<file path="src/rtl/vga_capture_pkg.sv">
// Shared 640x480@60 timing constants, FSM encoding and helpers for the VGA receive path.
package vga_capture_pkg;

  localparam int VGA_PIX_DIV  = 4;
  localparam int VGA_H_ACTIVE = 640;
  localparam int VGA_H_FP     = 16;
  localparam int VGA_H_SYNC   = 96;
  localparam int VGA_H_BP     = 48;
  localparam int VGA_V_ACTIVE = 480;
  localparam int VGA_V_FP     = 10;
  localparam int VGA_V_SYNC   = 2;
  localparam int VGA_V_BP     = 33;

  localparam int HCLK_W = 12;
  localparam int LCNT_W = 10;

  typedef enum logic [1:0] {
    ST_SEARCH  = 2'd0,
    ST_ACQUIRE = 2'd1,
    ST_LOCKED  = 2'd2
  } state_t;

  // Half-open window test [lo, hi).
  function automatic logic in_window(input logic [HCLK_W-1:0] v,
                                     input logic [HCLK_W-1:0] lo,
                                     input logic [HCLK_W-1:0] hi);
    return (v >= lo) && (v < hi);
  endfunction

endpackage

</file>
<file path="src/rtl/vga_capture_edge_sync.sv">
// Two-flop synchronizer for an active-low sync pin with a falling-edge pulse.
// Flops reset to 1 so an idle (high) sync line never produces a spurious edge.
module vga_edge_sync (
  input  logic i_clk,
  input  logic i_rst_n,
  input  logic i_async,
  output logic o_fall
);

  logic r_meta;
  logic r_sync;
  logic r_prev;

  // Synchronize the pin and keep one cycle of history for edge detection.
  always_ff @(posedge i_clk or negedge i_rst_n) begin
    if (!i_rst_n) begin
      r_meta <= 1'b1;
      r_sync <= 1'b1;
      r_prev <= 1'b1;
    end else begin
      r_meta <= i_async;
      r_sync <= r_meta;
      r_prev <= r_sync;
    end
  end

  assign o_fall = r_prev & ~r_sync;

endmodule

</file>
<file path="src/rtl/vga_capture.sv">
// VGA receive side: recovers pixel phase/position from h/v sync, verifies line
// and frame timing, and strobes out each active pixel once locked.
//
// state    | meaning
// ---------+-----------------------------------------------------------
// SEARCH   | waiting for a v_sync falling edge to start a trial frame
// ACQUIRE  | measuring one frame; all lines and line count must be exact
// LOCKED   | timing verified, active pixels are strobed out
module vga_capture
  import vga_capture_pkg::*;
#(
  parameter int PIX_DIV  = VGA_PIX_DIV,
  parameter int H_ACTIVE = VGA_H_ACTIVE,
  parameter int H_FP     = VGA_H_FP,
  parameter int H_SYNC   = VGA_H_SYNC,
  parameter int H_BP     = VGA_H_BP,
  parameter int V_ACTIVE = VGA_V_ACTIVE,
  parameter int V_FP     = VGA_V_FP,
  parameter int V_SYNC   = VGA_V_SYNC,
  parameter int V_BP     = VGA_V_BP
) (
  input  logic       clk,
  input  logic       rst_n,
  input  logic       h_sync,
  input  logic       v_sync,
  input  logic [2:0] vgaRed,
  input  logic [2:0] vgaGreen,
  input  logic [1:0] vgaBlue,
  output logic       pix_valid,
  output logic [7:0] pix_data,
  output logic [9:0] pix_col,
  output logic [9:0] pix_row,
  output logic       frame_start,
  output logic       locked,
  output logic       sync_err
);

  localparam int H_TOTAL = H_SYNC + H_BP + H_ACTIVE + H_FP;
  localparam int V_TOTAL = V_SYNC + V_BP + V_ACTIVE + V_FP;
  localparam int PIX_SH  = $clog2(PIX_DIV);

  localparam logic [HCLK_W-1:0] LINE_LAST = HCLK_W'(H_TOTAL * PIX_DIV - 1);
  localparam logic [HCLK_W-1:0] H_TMO     = HCLK_W'(H_TOTAL * PIX_DIV + PIX_DIV);
  localparam logic [HCLK_W-1:0] PH_MASK   = HCLK_W'(PIX_DIV - 1);
  localparam logic [HCLK_W-1:0] PH_SAMPLE = HCLK_W'(PIX_DIV / 2);
  localparam logic [HCLK_W-1:0] PX_LO     = HCLK_W'(H_SYNC + H_BP);
  localparam logic [HCLK_W-1:0] PX_HI     = HCLK_W'(H_SYNC + H_BP + H_ACTIVE);
  localparam logic [HCLK_W-1:0] LN_LO     = HCLK_W'(V_SYNC + V_BP);
  localparam logic [HCLK_W-1:0] LN_HI     = HCLK_W'(V_SYNC + V_BP + V_ACTIVE);
  localparam logic [LCNT_W-1:0] LN_LAST   = LCNT_W'(V_TOTAL - 1);

  logic              w_h_fall;
  logic              w_v_fall;
  logic [7:0]        r_col_s1;
  logic [7:0]        r_col_s2;
  logic [HCLK_W-1:0] r_hclk;
  logic [HCLK_W-1:0] w_hcnt;
  logic [HCLK_W-1:0] w_pix;
  logic [LCNT_W-1:0] r_lcnt;
  logic [LCNT_W-1:0] w_lcnt;
  logic              r_vpend;
  logic              w_vpend;
  logic              r_hseen;
  logic              w_line_bad;
  logic              w_cnt_ok;
  logic              w_tmo;
  logic              w_active;
  logic              w_strobe;
  state_t            r_state;
  state_t            w_state_nxt;
  logic              r_frm_ok;
  logic              w_frm_ok_nxt;
  logic              w_err;

  vga_edge_sync u_hsync (.i_clk(clk), .i_rst_n(rst_n), .i_async(h_sync), .o_fall(w_h_fall));
  vga_edge_sync u_vsync (.i_clk(clk), .i_rst_n(rst_n), .i_async(v_sync), .o_fall(w_v_fall));

  // Colour takes the same two-flop path as the syncs so it stays phase-aligned.
  always_ff @(posedge clk or negedge rst_n) begin
    if (!rst_n) begin
      r_col_s1 <= '0;
      r_col_s2 <= '0;
    end else begin
      r_col_s1 <= {vgaBlue, vgaGreen, vgaRed};
      r_col_s2 <= r_col_s1;
    end
  end

  // Position of the sample currently at the synchronizer output; a v edge is
  // applied before a same-cycle h edge so that line becomes line 0.
  always_comb begin
    w_hcnt = r_hclk;
    if (w_h_fall)                w_hcnt = '0;
    else if (r_hclk != '1)       w_hcnt = r_hclk + 12'd1;
    w_vpend = r_vpend | w_v_fall;
    w_lcnt  = r_lcnt;
    if (w_h_fall)                w_lcnt = w_vpend ? '0 : r_lcnt + 10'd1;
  end

  assign w_pix      = w_hcnt >> PIX_SH;
  assign w_line_bad = w_h_fall && !(r_hseen && (r_hclk == LINE_LAST));
  assign w_cnt_ok   = (r_lcnt == LN_LAST);
  assign w_tmo      = !w_h_fall && (w_hcnt == H_TMO);
  assign w_active   = ((w_hcnt & PH_MASK) == PH_SAMPLE) &&
                      in_window(w_pix, PX_LO, PX_HI) &&
                      in_window({2'b00, w_lcnt}, LN_LO, LN_HI);
  assign w_strobe   = w_active && (w_state_nxt == ST_LOCKED);

  // Horizontal/vertical position counters.
  always_ff @(posedge clk or negedge rst_n) begin
    if (!rst_n) begin
      r_hclk  <= '0;
      r_lcnt  <= '0;
      r_vpend <= 1'b0;
      r_hseen <= 1'b0;
    end else begin
      r_hclk  <= w_hcnt;
      r_lcnt  <= w_lcnt;
      r_vpend <= w_h_fall ? 1'b0 : w_vpend;
      r_hseen <= r_hseen | w_h_fall;
    end
  end

  // Lock FSM next-state; a bad line in ACQUIRE is only reported at the v edge.
  always_comb begin
    w_state_nxt  = r_state;
    w_frm_ok_nxt = r_frm_ok;
    w_err        = 1'b0;
    case (r_state)
      ST_SEARCH: begin
        if (w_v_fall) begin
          w_state_nxt  = ST_ACQUIRE;
          w_frm_ok_nxt = 1'b1;
        end
      end
      ST_ACQUIRE: begin
        if (w_line_bad || w_tmo) w_frm_ok_nxt = 1'b0;
        if (w_v_fall) begin
          if (w_frm_ok_nxt && w_cnt_ok) w_state_nxt = ST_LOCKED;
          else                          w_err       = 1'b1;
          w_frm_ok_nxt = 1'b1;
        end
      end
      ST_LOCKED: begin
        if (w_line_bad || w_tmo || (w_v_fall && !w_cnt_ok)) begin
          w_state_nxt = ST_SEARCH;
          w_err       = 1'b1;
        end
      end
      default: w_state_nxt = ST_SEARCH;
    endcase
  end

  // Lock FSM state register.
  always_ff @(posedge clk or negedge rst_n) begin
    if (!rst_n) begin
      r_state  <= ST_SEARCH;
      r_frm_ok <= 1'b0;
    end else begin
      r_state  <= w_state_nxt;
      r_frm_ok <= w_frm_ok_nxt;
    end
  end

  // Output registers; pixel fields hold their last value between strobes.
  always_ff @(posedge clk or negedge rst_n) begin
    if (!rst_n) begin
      pix_valid   <= 1'b0;
      pix_data    <= '0;
      pix_col     <= '0;
      pix_row     <= '0;
      frame_start <= 1'b0;
      sync_err    <= 1'b0;
    end else begin
      pix_valid   <= w_strobe;
      sync_err    <= w_err;
      frame_start <= w_strobe && (w_pix == PX_LO) && ({2'b00, w_lcnt} == LN_LO);
      if (w_strobe) begin
        pix_data <= r_col_s2;
        pix_col  <= LCNT_W'(w_pix - PX_LO);
        pix_row  <= LCNT_W'({2'b00, w_lcnt} - LN_LO);
      end
    end
  end

  assign locked = (r_state == ST_LOCKED);

endmodule

</file>
<file path="config.mk">
export PLATFORM = sky130hd
export DESIGN_NAME = vga_capture
export DESIGN_NICKNAME = d
export VERILOG_FILES = /design/src/rtl/vga_capture_pkg.sv /design/src/rtl/vga_capture_edge_sync.sv /design/src/rtl/vga_capture.sv
export SDC_FILE = /design/constraint.sdc
export NUM_CORES = 1
export LEC_CHECK = 0
export ABC_AREA = 1
export BUFFER_PORTS_ARGS = -buffer_cell sky130_fd_sc_hd__buf_2
export CAP_MARGIN = 20
export CELL_PAD_IN_SITES_DETAIL_PLACEMENT = 1
export CELL_PAD_IN_SITES_GLOBAL_PLACEMENT = 1
export CORE_MARGIN = 10
export CORE_UTILIZATION = 26
export DETAILED_ROUTE_END_ITERATION = 7
export HOLD_SLACK_MARGIN = 0.02
export PLACE_DENSITY = 0.58
export RECOVER_POWER = 100
export SLEW_MARGIN = 5
export SYNTH_ARGS = -nofsm -noshare
export SYNTH_HDL_FRONTEND = slang
export SYNTH_SLANG_ARGS = --single-unit
</file>
<file path="constraint.sdc">
create_clock -name clk -period 3.45 [get_ports clk]
set_clock_uncertainty 0.05 [all_clocks]
set_input_delay 0.69 -clock clk [delete_from_list [all_inputs] [get_ports clk]]
set_output_delay 0.69 -clock clk [all_outputs]
set_load 0.01 [all_outputs]
</file>
==> flow_summary.json, run 1 <==
{
  "final_cells": 690,
  "place_congestion": 0.808,
  "power_mw": 2.33,
  "busiest_layer": "met2",
  "nets": 524,
  "drive_gt1_frac": 0.217,
  "synth_ff_type": "dfrtp_1",
  "drv_slew": 28,
  "initial_core_util": 0.267,
  "critPathLaunch": "r_hclk[1]",
  "internal_power_mw": 1.72,
  "min-delay-start": "r_col_s1[4]",
  "grt_overflow": 0,
  "syn_inst": 446,
  "syn_area_per_cell_sq_um": 8.81,
  "ys_seq_area_frac": 0.511,
  "syn_area_sq_um": 3930,
  "synth_most_common_cell": "nand2_1",
  "clk_pin_slew_ns": 0.06,
  "status": "finished with violations",
  "synth_edf_count": 0,
  "cts_root_buf": "clkbuf_16",
  "seqCellArea_sq_um": 2010,
  "synth.distinct_cells": 39,
  "chipWidth_um": 143,
  "dp_hpwl_um": 7580,
  "rrSetupSlack_ns": 0.32,
  "endpoint_kind": "register",
  "cp_max_fo": 29,
  "grt_use_met2": 0.187,
  "floorplan.die.height_um": 143,
  "core_region_area_sq_um": 14700,
  "wl_um": 10300,
  "tightest_slew_ns": 1.51,
  "vias_per_cell": 4.53,
  "met3_usage": 0.0345,
  "hold_viol": 0,
  "synth_top_area_cell": "dfrtp_1",
  "cts_buffers": 9,
  "grt_pass1_wl_um": 17400,
  "fmaxAchievable_mhz": 320,
  "h-tree-depth": 3,
  "cpPeakStageDelay_ns": 0.37,
  "clock_power_share": 0.446,
  "critPathKind": "reg2reg",
  "setup_viol": 0,
  "min_period_ns": 3.13,
  "clock_path_buffers": 2,
  "clock_sinks": 80,
  "num_rows": 44,
  "vdd_drop_max_uv": 233,
  "final_antenna_net_count": 0,
  "maxCapViolCount": 1,
  "max-slew-margin-rel": -0.00713,
  "area_growth_pct": 20.4,
  "wire_per_inst_um": 14.9,
  "postCtsHoldBufs": 0,
  "fin_crit_sh": 0.907,
  "vias": 3128,
  "pwr-share-seq": 0.441,
  "drc": 0,
  "antenna_found_initial": 0,
  "pin_count": 44,
  "switchingPower_mw": 0.615,
  "switching_share": 0.264,
  "final_core_util": 0.322,
  "drt_iter0_markers": 144,
  "first_pass_iters": 4,
  "worstPathRequired_ns": 3.63,
  "cts_tree": "yes",
  "hold_class": "reg2reg",
  "crit_top_cell": "nand2_1",
  "grt_pass1_vias": 3461,
  "power.density_nw_per_um2": 492,
  "comb_power_share": 0.113,
  "slowest_stage": "dfrtp_1",
  "dp.cells": 668,
  "r2r-start": "r_hclk[1]",
  "synth_common_cells": "nand2_1, dfrtp_1, inv_1",
  "fillers": 1725,
  "cp_cell_sequence": "ha_1 > nand3_1 > nor2_1 > xnor2_1 > a21oi_4 > inv_1 > ha_1 > nand2_1 > nor2_1 > nand2_1 > nor2_1 > nand3_2 > nand4_2 > nand3_1 > nand2_1 > nand3_2 > buf_6 > o21ai_0 > nand2_1",
  "io_buffers": 43,
  "grt_max_degree": 81,
  "insertion_delay_ns": 0.35,
  "start_kind": "register",
  "async_reset_ff_frac": 1.00,
  "grt_usage": 0.107,
  "diodes": 0,
  "use_met1": 0.122,
  "die-area_sq_um": 20400,
  "synth_area_leaders": "dfrtp_1, nand2_1, inv_1, dfstp_2, nand3_1",
  "arrival_ns": 3.31,
  "leakagePower_nw": 2.50,
  "yosysWarnings": 0,
  "multi_input_area_sq_um": 1660,
  "syn_nets": 469,
  "yosysTopAreaCellShare": 0.471,
  "violations": "capacitance limit, slew limit",
  "ys_ff_latch": 80
}
==> path summary, 6_finish.rpt <==
| kind | to | cells after the start |
|---|---|---|
| min | r_col_s2[4] | 0 |
| max | pix_row[3] | 19 |
| max in group asynchronous | r_col_s2[4] | 2 |
| max reg2reg | pix_row[3] | 19 |
| min in group asynchronous | r_hclk[6] | 1 |
| min reg2reg | r_col_s2[4] | 0 |
==> critical path: cells and delay by family (launching register included) <==
kind | cells | cell delay (ns)
AO/OA/AOI/OAI | 2 | 0.31
buffers and inverters | 2 | 0.37
AND/OR/NAND/NOR | 12 | 1.31
adder cells (fa/ha/maj) | 2 | 0.40
flip-flops | 1 | 0.37
XOR/XNOR | 1 | 0.20
==> state kept, by name, indices dropped and copies added, names as in the netlist, 2 cells and up <==
register,cells
pix_col,10
pix_data,8
pix_row,10
r_col_s1,8
r_col_s2,8
r_hclk,12
r_lcnt,10
r_state,2
==> area by class of cell <==
class,count,share of cell area
sequential,80,0.424
multi-input combinational,304,0.350
timing repair buffer,55,0.0687
tap,184,0.0486
clock buffer,10,0.0484
inverter,51,0.0404
clock inverter,6,0.0196
==> cell families after synthesis <==
group	count (synthesis)	share of synthesized area
XOR/XNOR	15	0.0334
AO/OA/AOI/OAI	53	0.0789
adder cells (fa/ha/maj)	11	0.0350
flip-flops	80	0.511
buffers and inverters	62	0.0703
AND/OR/NAND/NOR	225	0.271
==> power groups by stage <==
stage | Combinational (mW) | Sequential, mW | Clock, mW
floorplan | 0.180 | 1.03 | 0
global placement | 0.260 | 1.04 | 0
detailed placement | 0.267 | 1.05 | 0
CTS | 0.268 | 1.03 | 1.08
global route | 0.300 | 1.03 | 1.12
finish | 0.263 | 1.03 | 1.04
==> per-layer routing <==
| layer | vias to the layer above | wire, um |
|---|---|---|
| li1 | 1538 | - |
| met1 | 1546 | 4590 |
| met2 | 33 | 5230 |
| met3 | 11 | 360 |
| met4 | 0 | 126 |
| met5 | - | 0 |
==> stage by stage <==
step           TNS [ns]  area [sq um]  setup WS, ns  hold WS [ns]
3_5_place_dp          0          4350        0.0330         0.288
3_3_place_gp          0          4350         0.118         0.283
6_report              0          4730         0.321         0.298
5_1_grt          -0.249          4730       -0.0411         0.304
4_1_cts               0          4670        0.0221         0.302
2_1_floorplan         0          3930         0.661         0.281
==> timing repair <==
action | in CTS | in global routing
endpoints found under the setup margin | 0 | 29
hold endpoints to repair | 0 | 0
setup buffers | 0 | 5
resized for setup | 0 | 5
==> cell usage in the layout, fill, tap and decap left out, drive strengths merged, types with 2 or more instances in the layout <==
cell type and instances:
a21oi 8, buf 53, bufinv 2, clkbuf 12, clkinvlp 2, dfrtp 74
dfstp 6, ha 11, inv 52, nand2 132, nand3 32, nand3b 2
nand4 12, nor2 32, nor3 8, nor4 2, o21ai 34, o21bai 6
or2 4, xnor2 4, xor2 11
Power figures use the tool's default switching activity.
==> inputs of run 2 (changes only) <==
--- a/config.mk
+++ b/config.mk
@@ -6,7 +6,7 @@
 export NUM_CORES = 1
 export LEC_CHECK = 0
 export ABC_AREA = 1
-export BUFFER_PORTS_ARGS = -buffer_cell sky130_fd_sc_hd__buf_2
+export BUFFER_PORTS_ARGS = -buffer_cell sky130_fd_sc_hd__buf_4
 export CAP_MARGIN = 20
 export CELL_PAD_IN_SITES_DETAIL_PLACEMENT = 1
 export CELL_PAD_IN_SITES_GLOBAL_PLACEMENT = 1
==> flow_summary.json, run 2 (synthesized netlist as in run 1, its figures left out) <==
{
  "worstPathRequired_ns": 3.64,
  "vias_per_cell": 4.57,
  "fillers": 1722,
  "maxCapViolCount": 1,
  "drv_slew": 67,
  "power_mw": 2.19,
  "h-tree-depth": 3,
  "wl_um": 10600,
  "min_period_ns": 3.15,
  "arrival_ns": 3.34,
  "fmaxAchievable_mhz": 318,
  "drt_iter0_markers": 176,
  "tns_ns": 0,
  "wire_per_inst_um": 15.3,
  "hold_viol": 0,
  "final_common_cell": "nand2_1",
  "vias": 3158,
  "grt_pass1_vias": 3417,
  "final_core_util": 0.327,
  "preCtsSetupSlack_ns": 0.0241,
  "grt_pass1_wl_um": 17800,
  "first_pass_iters": 4,
  "num_rows": 44,
  "core_region_area_sq_um": 14700,
  "drc": 0,
  "multi_input_area_sq_um": 1660,
  "top_register": "r_hclk",
  "chipWidth_um": 143,
  "hold_class": "reg2reg",
  "grt_usage": 0.109,
  "violations": "capacitance limit, slew limit",
  "worst_slack_ns": 0.304,
  "clk_pin_slew_ns": 0.06,
  "nets": 526,
  "dp_hpwl_um": 7720,
  "largest_reg_flops": 12,
  "final_antenna_net_count": 0,
  "io_buffers": 43,
  "place_congestion": 0.794,
  "clock_path_buffers": 2,
  "critPathKind": "reg2reg",
  "rsz0062_at_grt": "false",
  "floorplan.die.height_um": 143,
  "cts_tree": "yes",
  "setup_viol": 0,
  "die-area_sq_um": 20400,
  "initial_core_util": 0.267,
  "cts_root_buf": "clkbuf_16",
  "power.density_nw_per_um2": 455,
  "drive_gt1_frac": 0.221,
  "whs_ns": 0.298,
  "area_growth_pct": 22.2,
  "diodes": 0,
  "antenna_found_initial": 0,
  "grt_overflow": 0,
  "insertion_delay_ns": 0.35,
  "clock_sinks": 80,
  "leakagePower_nw": 2.49,
  "start_kind": "register",
  "mostFrequentLayoutCells": "nand2_1, dfrtp_1, inv_1",
  "fin_crit_sh": 0.912,
  "max-slew-margin-rel": -0.106,
  "seqCellArea_sq_um": 2010,
  "vdd_drop_max_uv": 225,
  "pin_count": 44,
  "grt_max_degree": 81,
  "status": "finished with violations",
  "tightest_slew_ns": 1.66,
  "cp_max_fo": 29,
  "endpoint_kind": "register",
  "cts_buffers": 9
}
==> run 2: per-stage QoR <==
stage	cells	cell area, sq um
after floorplan	446	3930
after global placement	668	4460
after global routing	691	4800
after detailed placement	668	4460
after CTS	683	4730
final	691	4800
==> run 2: final timing paths <==
path                                  start          end  slack, ns  cells past startpoint
worst max-delay path              r_hclk[0]   pix_col[9]       0.30                     22
min in group asynchronous             rst_n      r_hseen       0.36                      1
worst max register to register    r_hclk[0]   pix_col[9]       0.30                     22
worst min-delay path            r_col_s1[5]  r_col_s2[5]       0.30                      0
max in group asynchronous             rst_n   r_hclk[11]       0.87                      2
worst min register to register  r_col_s1[5]  r_col_s2[5]       0.30                      0
==> run 2: final cells by class <==
class                   count  area share
clock buffers               9      0.0469
clock inverters             6     0.00964
inverters                  51      0.0399
multi-input cells         304       0.345
flip-flops and latches     80       0.418
well taps                 184      0.0479
repair buffers             57      0.0920
==> run 2: what timing repair did <==
item,4_1_cts,5_1_grt
setup buffers,0,7
setup endpoints to repair,0,30
hold buffers,0,0
resized for setup,0,5
==> run 2: critical path, stage by stage (launching register included) <==
cell     delay, ns
dfrtp_1       0.37
ha_2          0.23
nand2_2       0.07
nor2_4        0.19
nand3_4       0.17
a21oi_4       0.22
inv_1         0.11
ha_1          0.21
nand2_1       0.06
nor2_1        0.04
nand2_1       0.05
nor2_1        0.04
nand3_2       0.11
nand3_2       0.10
nor2_2        0.16
nand3_1       0.08
nand2_1       0.13
nand3_2       0.12
nor2_4        0.13
buf_12        0.19
nand2_1       0.07
nand2_1       0.07
inv_1         0.03
==> run 2: report_power, final <==
| part | internal [mW] | switching (mW) | leakage, nW |
|---|---|---|---|
| clock network | 0.486 | 0.399 | 0.128 |
| registers | 0.987 | 0.0416 | 1.04 |
| logic | 0.0967 | 0.177 | 1.32 |
| total | 1.57 | 0.618 | 2.49 |
==> run 2: routing by layer <==
| metal | up-vias | part of all wire | GRT usage |
|---|---|---|---|
| met2 | 33 | 0.51 | 0.184 |
| met3 | 11 | 0.037 | 0.0398 |
| met4 | 0 | 0.0086 | 0.0244 |
| met1 | 1571 | 0.44 | 0.131 |
| met5 | - | 0 | 0 |
| li1 | 1543 | - | - |
==> inputs of run 3 (changes only) <==
--- a/config.mk
+++ b/config.mk
@@ -14,7 +14,7 @@
 export CORE_UTILIZATION = 26
 export DETAILED_ROUTE_END_ITERATION = 7
 export HOLD_SLACK_MARGIN = 0.02
-export PLACE_DENSITY = 0.58
+export PLACE_DENSITY_LB_ADDON = 0.1
 export RECOVER_POWER = 100
 export SLEW_MARGIN = 5
 export SYNTH_ARGS = -nofsm -noshare
==> flow_summary.json, run 3 (synthesized netlist as in run 1, its figures left out) <==
{
  "place_congestion": 0.756,
  "clock_sinks": 80,
  "cts_root_buf": "clkbuf_16",
  "grt_pass1_wl_um": 17800,
  "tightest_slew_ns": 1.77,
  "tns_ns": 0,
  "cts_buffers": 9,
  "cp_max_fo": 10,
  "clock_path_buffers": 2,
  "final_area_sq_um": 4660,
  "clk_pin_slew_ns": 0.06,
  "rsz0062_at_grt": "false",
  "worst_slack_ns": 0.311,
  "switchingPower_mw": 0.625,
  "wl_um": 10500,
  "r2r_cells": 22,
  "grt_overflow": 0,
  "postCtsHoldBufs": 0,
  "rrSetupSlack_ns": 0.31,
  "maxCapViolCount": 1,
  "dp_hpwl_um": 8110,
  "final_antenna_net_count": 0,
  "cts_tree": "yes",
  "switching_share": 0.282,
  "top_register": "r_hclk",
  "max-slew-margin-rel": -0.179,
  "floorplan.die.height_um": 143,
  "h-tree-depth": 3,
  "critPathKind": "reg2reg",
  "arrival_ns": 3.33,
  "final_core_util": 0.317,
  "area_growth_pct": 18.7,
  "setup_viol": 0,
  "nets": 523,
  "start_kind": "register",
  "pin_count": 44,
  "min_period_ns": 3.14,
  "postPlaceCellArea_sq_um": 4480,
  "drc": 0,
  "vias": 3099,
  "endpoint_kind": "register",
  "clock_power_share": 0.419,
  "largest_reg_flops": 12,
  "io_buffers": 43,
  "final_cells": 689,
  "die-area_sq_um": 20400,
  "reg2reg_to": "pix_row[9]",
  "comb_power_share": 0.117,
  "insertion_delay_ns": 0.34,
  "drt_iter0_markers": 67,
  "hold_viol": 0,
  "preCtsSetupSlack_ns": 0.164,
  "violations": "capacitance limit, slew limit",
  "status": "finished with violations",
  "fin_crit_sh": 0.910,
  "worstPathRequired_ns": 3.64,
  "grt_usage": 0.110,
  "hold_class": "reg2reg",
  "drv_slew": 31,
  "pwr-share-seq": 0.464,
  "power.density_nw_per_um2": 474,
  "drive_gt1_frac": 0.137,
  "mostFrequentLayoutCells": "nand2_1, dfrtp_1, inv_1",
  "first_pass_iters": 4,
  "r2r-start": "r_hclk[0]",
  "leakagePower_nw": 2.37,
  "internal_power_mw": 1.59,
  "grt_pass1_vias": 3381,
  "chipWidth_um": 143,
  "grt_max_degree": 81,
  "antenna_found_initial": 0,
  "final_common_cell": "nand2_1",
  "initial_core_util": 0.267,
  "diodes": 0,
  "critPathLaunch": "r_hclk[0]",
  "vias_per_cell": 4.50,
  "min-delay-start": "r_col_s1[6]",
  "vdd_drop_max_uv": 215,
  "critPathCapture": "pix_row[9]",
  "core_region_area_sq_um": 14700,
  "wire_per_inst_um": 15.3,
  "fmaxAchievable_mhz": 319,
  "num_rows": 44,
  "dp.cells": 671
}
## run 3: changes by cell type in the layout (fill, tap and decap cells not counted), moves of 2 or more
cell        delta
buf_4         -36
clkbuf_1      +32
nor2_1         +3
a21oi_4        -2
clkinvlp_4     -2
inv_6          +2
nor2_2         -2
## run 3: area by class of cell
class	instances	area (sq um)
Fill cell	1750	10000
Sequential cell	80	2010
Multi-Input combinational cell	304	1610
Timing Repair Buffer	54	334
Clock buffer	10	239
Tap cell	184	230
Inverter	51	191
Clock inverter	6	48.8
## run 3: timing repair
item,4_1_cts,5_1_grt
endpoints found under the setup margin,0,28
buffers inserted,0,1
resized for setup,0,4
## run 3: through the flow
step / power [mW] / hold WS (ns)
6_report: 2.21 / 0.299
5_1_grt: 2.34 / 0.309
4_1_cts: 2.27 / 0.301
3_5_place_dp: 1.32 / 0.286
3_3_place_gp: 1.32 / 0.281
2_1_floorplan: 1.21 / 0.281
## run 3: how the worst min path moves through the flow
stage | to | slack [ns] | depth (start not counted)
2_1_floorplan | r_col_s2[0] | 0.28 | 0
4_1_cts | r_col_s2[7] | 0.30 | 0
5_1_grt | r_col_s2[7] | 0.31 | 0
6_report | r_col_s2[6] | 0.30 | 0
3_3_place_gp | r_col_s2[3] | 0.28 | 0
3_5_place_dp | r_col_s2[4] | 0.29 | 0
## run 3: power by group through the flow
stage / combinational (mW) / clock, mW / sequential, mW
after floorplan: 0.180 / 0 / 1.03
after global placement: 0.277 / 0 / 1.04
after detailed placement: 0.278 / 0 / 1.05
after CTS: 0.278 / 0.966 / 1.03
after global routing: 0.303 / 1.00 / 1.03
final: 0.259 / 0.928 / 1.03
## run 3: worst max-delay path, cell delays in order, from the launching register on
cell,delay (ns)
dfrtp_1,0.37
ha_1,0.22
nand2_1,0.10
nor2_4,0.18
nand3_4,0.16
a21oi_2,0.23
inv_1,0.11
ha_1,0.21
nand2_1,0.07
nor2_1,0.04
nand2_1,0.06
nor2_1,0.05
nand3_2,0.09
nand3_1,0.13
nor2_2,0.12
nand3_1,0.09
nand2_1,0.12
nand3_2,0.11
nor2_4,0.21
buf_12,0.14
nand2_1,0.06
nand2_1,0.08
inv_1,0.04
## run 3: metal layers
layer	global-route usage	vias up	wire [um]
met5	0	-	0
met4	0.0456	0	213
met3	0.0272	15	320
met2	0.178	32	5220
met1	0.137	1517	4790
li1	-	1535	-
